### src/rtl/chk_event_collector.sv
// Event collector for a bank of assertion checkers: saturating pass/fail counters per
// lane plus a timestamped failure-record FIFO drained by a logger over valid/ready.
module chk_event_collector #(
   parameter  int NUM_CHK = 4,
   parameter  int CNT_W   = 16,
   parameter  int TS_W    = 16,
   parameter  int DEPTH   = 8,
   localparam int IW      = $clog2(NUM_CHK),
   localparam int LW      = $clog2(DEPTH) + 1
) (
   input  logic                     clk,
   input  logic                     rst_n,
   input  logic [NUM_CHK-1:0]       fail_i,
   input  logic [NUM_CHK-1:0]       pass_i,
   input  logic                     clear_i,
   output logic                     rec_valid_o,
   input  logic                     rec_ready_i,
   output logic [IW-1:0]            rec_id_o,
   output logic [TS_W-1:0]          rec_ts_o,
   output logic [NUM_CHK*CNT_W-1:0] fail_cnt_o,
   output logic [NUM_CHK*CNT_W-1:0] pass_cnt_o,
   output logic [LW-1:0]            level_o,
   output logic                     any_fail_o,
   output logic                     overflow_o
);

   localparam int PW = LW - 1;

   logic [TS_W-1:0]    ts;
   logic [CNT_W-1:0]   fail_cnt [NUM_CHK];
   logic [CNT_W-1:0]   pass_cnt [NUM_CHK];
   logic [NUM_CHK-1:0] pending;
   logic [TS_W-1:0]    pts      [NUM_CHK];
   logic [IW-1:0]      mem_id   [DEPTH];
   logic [TS_W-1:0]    mem_ts   [DEPTH];
   logic [PW-1:0]      wr_ptr, rd_ptr;
   logic [LW-1:0]      level;
   logic               any_fail, overflow;
   logic               pop, push, has_win;
   logic [IW-1:0]      win;

   // Lowest-index pending lane wins; scanning downward lets the last hit be the lowest.
   // NOTE: every always_comb output gets a default first so no latch is inferred.
   always_comb begin
      has_win = 1'b0;
      win     = '0;
      for (int k = NUM_CHK - 1; k >= 0; k--) begin
         if (pending[k]) begin
            has_win = 1'b1;
            win     = IW'(k);
         end
      end
   end

   assign rec_valid_o = (level != '0);
   assign pop         = rec_valid_o && rec_ready_i;
   assign push        = has_win && ((level < LW'(DEPTH)) || pop);

   // Head fields read as zero when empty, since the storage itself is never reset.
   assign rec_id_o    = rec_valid_o ? mem_id[rd_ptr] : '0;
   assign rec_ts_o    = rec_valid_o ? mem_ts[rd_ptr] : '0;
   assign level_o     = level;
   assign any_fail_o  = any_fail;
   assign overflow_o  = overflow;

   for (genvar k = 0; k < NUM_CHK; k++) begin : g_pack
      assign fail_cnt_o[k*CNT_W +: CNT_W] = fail_cnt[k];
      assign pass_cnt_o[k*CNT_W +: CNT_W] = pass_cnt[k];
   end

   // NOTE: record storage has no reset; validity is tracked by level, so stale data is never seen.
   always_ff @(posedge clk) begin
      if (push && !clear_i) begin
         mem_id[wr_ptr] <= win;
         mem_ts[wr_ptr] <= pts[win];
      end
   end

   // NOTE: all sequential state uses non-blocking assignments so every lane sees pre-edge values.
   always_ff @(posedge clk or negedge rst_n) begin
      if (!rst_n) begin
         ts       <= '0;
         pending  <= '0;
         wr_ptr   <= '0;
         rd_ptr   <= '0;
         level    <= '0;
         any_fail <= 1'b0;
         overflow <= 1'b0;
         for (int k = 0; k < NUM_CHK; k++) begin
            fail_cnt[k] <= '0;
            pass_cnt[k] <= '0;
            pts[k]      <= '0;
         end
      end else if (clear_i) begin
         ts       <= '0;
         pending  <= '0;
         wr_ptr   <= '0;
         rd_ptr   <= '0;
         level    <= '0;
         any_fail <= 1'b0;
         overflow <= 1'b0;
         for (int k = 0; k < NUM_CHK; k++) begin
            fail_cnt[k] <= '0;
            pass_cnt[k] <= '0;
            pts[k]      <= '0;
         end
      end else begin
         ts <= ts + TS_W'(1);
         if (|fail_i) any_fail <= 1'b1;
         if (pop)  rd_ptr <= rd_ptr + PW'(1);
         if (push) wr_ptr <= wr_ptr + PW'(1);
         if (push && !pop)      level <= level + LW'(1);
         else if (pop && !push) level <= level - LW'(1);

         for (int k = 0; k < NUM_CHK; k++) begin
            if (fail_i[k] && fail_cnt[k] != '1) fail_cnt[k] <= fail_cnt[k] + CNT_W'(1);
            if (pass_i[k] && pass_cnt[k] != '1) pass_cnt[k] <= pass_cnt[k] + CNT_W'(1);

            // A fail arriving as the lane drains re-arms it with a fresh timestamp.
            if (push && win == IW'(k)) begin
               pending[k] <= fail_i[k];
               if (fail_i[k]) pts[k] <= ts;
            end else if (fail_i[k]) begin
               if (pending[k]) begin
                  overflow <= 1'b1;
               end else begin
                  pending[k] <= 1'b1;
                  pts[k]     <= ts;
               end
            end
         end
      end
   end

endmodule

### config.mk
export PLATFORM = sky130hd
export DESIGN_NAME = chk_event_collector
export DESIGN_NICKNAME = d
export VERILOG_FILES = /design/src/rtl/chk_event_collector.sv
export SDC_FILE = /design/constraint.sdc
export NUM_CORES = 1
export LEC_CHECK = 0
export ABC_AREA = 1
export CAP_MARGIN = 20
export CORE_MARGIN = 3
export CORE_UTILIZATION = 45
export CTS_CLUSTER_SIZE = 24
export DETAILED_ROUTE_END_ITERATION = 8
export HOLD_SLACK_MARGIN = 0.1
export SYNTH_ARGS = -nofsm -noshare
export SYNTH_HDL_FRONTEND = slang
export SYNTH_SLANG_ARGS = --single-unit
### constraint.sdc
create_clock -name clk -period 5.7 [get_ports clk]
set_input_delay 1.14 -clock clk [delete_from_list [all_inputs] [get_ports clk]]
set_output_delay 1.14 -clock clk [all_outputs]
set_load 0.05 [all_outputs]
==> flow_metrics.py <==
metrics = {
    "setup_path": {
        "cp_max_fo": 73,
        "rrSetupSlack_ns": 2.93,
        "critPathRequiredTime_ns": 4.56,
        "critPathLaunchType": "flop",
        "worstSetupEndpointType": "output port",
        "worst-setup-path-type": "reg2out",
        "critPathArrivalTime_ns": 3.15,
    },
    "cells_and_area": {
        "mostFrequentLayoutCells": "nand2_1 (654), nor2_1 (312), dfrtp_1 (223)",
        "synthToLayoutAreaGrowth_pct": 18.7,
        "stdcell_area_um2": 22100,
        "nets": 2356,
        "layout_commonest_cell": "nand2_1",
        "antenna_cells": 0,
        "num-fill-cells": 3624,
        "drive_gt1_share_pct": 6.98,
    },
    "clocking": {
        "tritoncts": "done",
        "cts-buffers-inserted": 43,
        "clock-sinks": 368,
        "cts_hold_buf": 0,
        "clock_path_buffers": 3,
        "insertion_delay_ns": 0.57,
        "path_clk_slew_ns": 0.06,
        "cts_root_buffer": "clkbuf_16",
        "post_cts_resized": 0,
        "post-cts-setup-buffer-count": 0,
        "htreeDepth": 2,
    },
    "drt": {
        "vias": 15400,
        "drc": 0,
        "drtIter0Drc": 829,
        "drt-total-wl_um": 48800,
        "first_pass_iters": 5,
        "drt-vias-per-instance": 5.33,
        "ant_nets": 0,
        "wire_per_inst_um": 16.9,
    },
    "global_routing": {
        "grt-ovfl-total": 0,
        "antenna_found_initial": 2,
        "grt_first_pass_wirelength_um": 80000,
        "grt_start_max_net_pins": 96,
        "grt_pass1_vias": 15100,
        "grt_use_total_pct": 22.3,
    },
    "power_and_ir_drop": {
        "p_sw_share_pct": 31.6,
        "pwr-share-seq_pct": 40.8,
        "ir_worst_vdd_mv": 0.187,
        "powerDensity_nw_per_um2": 323,
        "finalPower_mw": 7.13,
        "p_leak_nw": 9.11,
        "p_switching_mw": 2.25,
        "comb_power_share_pct": 21.5,
        "p_int_mw": 4.88,
        "pwr-share-clk_pct": 37.7,
    },
    "placement": {
        "pre_cts_slack_ns": 1.96,
        "place_congestion": 0.874,
        "placed_area_um2": 20600,
        "portBuffers": 164,
        "dp_hpwl_um": 32300,
    },
    "die": {
        "rows": 73,
        "coreArea_um2": 40300,
        "die_height_um": 209,
        "io_pins": 165,
        "dieArea_um2": 43800,
        "die_width_um": 209,
        "initial_core_util_pct": 46.1,
    },
    "synthesis": {
        "synth_cell_types": 38,
        "ys_seq_elements": 368,
        "yosys_warnings": 0,
        "ys_seq_area_share_pct": 53.4,
        "syn_nets": 2210,
        "avgSynthCellArea_um2": 8.51,
        "netlist_area_um2": 18600,
        "syn_inst": 2184,
    },
    "timing": {
        "fin_ws_ns": 1.41,
        "max_freq_ghz": 0.233,
        "worstMarginPinSlew_ns": 1.04,
        "setup_viol": 0,
        "fin_crit_sh_pct": 75.3,
        "clock_skew_ns": 0.0134,
        "maxSlewHeadroom_pct": 30.3,
        "hold_viol_final": 0,
        "rsz0062_at_grt": "false",
        "period_needed_ns": 4.29,
        "slew_violations": 0,
        "setup_tns_ns": 0,
    },
    "outcome": {
        "status": "complete, no violations",
    },
    "min_path": {
        "hold_class": "reg2reg",
    },
    "job": {
        "cap_violations": 0,
    },
}
-- worst max-delay path: stages (launching register included) --
cell             delay, ns
dfrtp_2               0.36
buf_4                 0.57
o21ai_0               0.23
o22ai_1               0.24
nor2_1                0.07
nor2_1                0.24
clkdlybuf4s50_1       0.85
-- cell families (layout without fill, tap and decap cells) --
group / after synthesis / after routing / synth area share [%]
simple gates: 1313 / 1313 / 31.0
xor+xnor: 47 / 47 / 2.21
flops: 368 / 368 / 53.4
buf+inv: 195 / 374 / 4.65
compound gates: 247 / 247 / 7.75
fa+ha+maj: 14 / 14 / 0.983
-- layout make-up --
cell class | instances | area [um^2] | area share [%]
flip-flops and latches | 368 | 9930 | 45.0
clock inverters | 11 | 106 | 0.482
multi-input cells | 1621 | 7810 | 35.4
inverters | 109 | 412 | 1.87
well taps | 525 | 657 | 2.98
repair buffers | 187 | 1850 | 8.38
clock buffers | 67 | 1290 | 5.84
-- stage by stage --
step | instances | util, % | hold slack [ns]
6_report | 2888 | 54.8 | 0.473
3_3_place_gp | 2807 | 51.2 | 0.458
5_1_grt | 2888 | 54.8 | 0.502
3_5_place_dp | 2807 | 51.2 | 0.463
2_1_floorplan | 2184 | - | 0.442
4_1_cts | 2885 | 54.6 | 0.475
-- routing by layer --
| layer | vias up | global-route usage (%) | part of all wire, % |
|---|---|---|---|
| li1 | 7591 | - | - |
| met1 | 7416 | 31.0 | 46 |
| met2 | 331 | 36.2 | 46 |
| met3 | 57 | 4.80 | 5.7 |
| met4 | 4 | 4.83 | 1.5 |
| met5 | - | 0 | 0.047 |
-- path summary, 6_finish.rpt --
path | from | endpoint | cells past startpoint
max in group asynchronous | rst_n | pass_cnt_o[2] | 2
hold reg to reg | ts[0] | ts[0] | 1
min in group asynchronous | rst_n | pass_cnt_o[22] | 1
hold / removal | ts[0] | ts[0] | 1
setup reg to reg | level_o[1] | level_o[3] | 12
setup / recovery | rd_ptr[0] | rec_ts_o[14] | 6
-- state kept, by name, indices dropped and copies added, names as in the netlist, 4 cells and up --
register    count
fail_cnt_o     64
ts             16
level_o         4
mem_id         16
pass_cnt_o     64
pts            64
pending         4
mem_ts        128
-- synth_stat cells --
master | instances | area share [%]
nand2_1 | 654 | 13
nor2_1 | 320 | 6.5
dfrtp_1 | 224 | 30
edfxtp_1 | 144 | 23
o21ai_0 | 144 | 3.9
nand3_1 | 143 | 3.9
nand4_1 | 114 | 3.8
inv_1 | 105 | 2.1
xor2_1 | 43 | 2.0
o21bai_1 | 39 | 1.6
buf_2 | 34 | 0.92
clkbuf_1 | 32 | 0.65
o211ai_1 | 18 | 0.73
o22ai_1 | 18 | 0.61
nor2_2 | 17 | 0.57
nor2_4 | 15 | 0.91
ha_1 | 13 | 0.88
nand3b_1 | 13 | 0.53
a21oi_1 | 11 | 0.30
buf_6 | 10 | 0.61
nor3_1 | 10 | 0.27
nand2_2 | 9 | 0.30
o21ai_1 | 9 | 0.24
or2_2 | 9 | 0.30
buf_1 | 6 | 0.12
a21o_1 | 4 | 0.16
buf_4 | 4 | 0.16
inv_2 | 4 | 0.081
nor2_8 | 4 | 0.43
xnor2_1 | 4 | 0.19
nand2_4 | 3 | 0.18
a21oi_4 | 1 | 0.088
fa_1 | 1 | 0.11
nand3_4 | 1 | 0.094
nor4_1 | 1 | 0.034
o21a_1 | 1 | 0.040
o21ai_2 | 1 | 0.047
o21ai_4 | 1 | 0.088
-- power by group through the flow --
stage | registers, mW | clock network (mW) | logic [mW]
after floorplan | 3.02 | 0 | 0.976
after global placement | 2.96 | 0 | 1.52
after detailed placement | 2.96 | 0 | 1.54
after CTS | 2.91 | 2.76 | 1.54
after global routing | 2.92 | 2.86 | 1.66
final | 2.91 | 2.69 | 1.53
(Power assumes the default switching activity.)
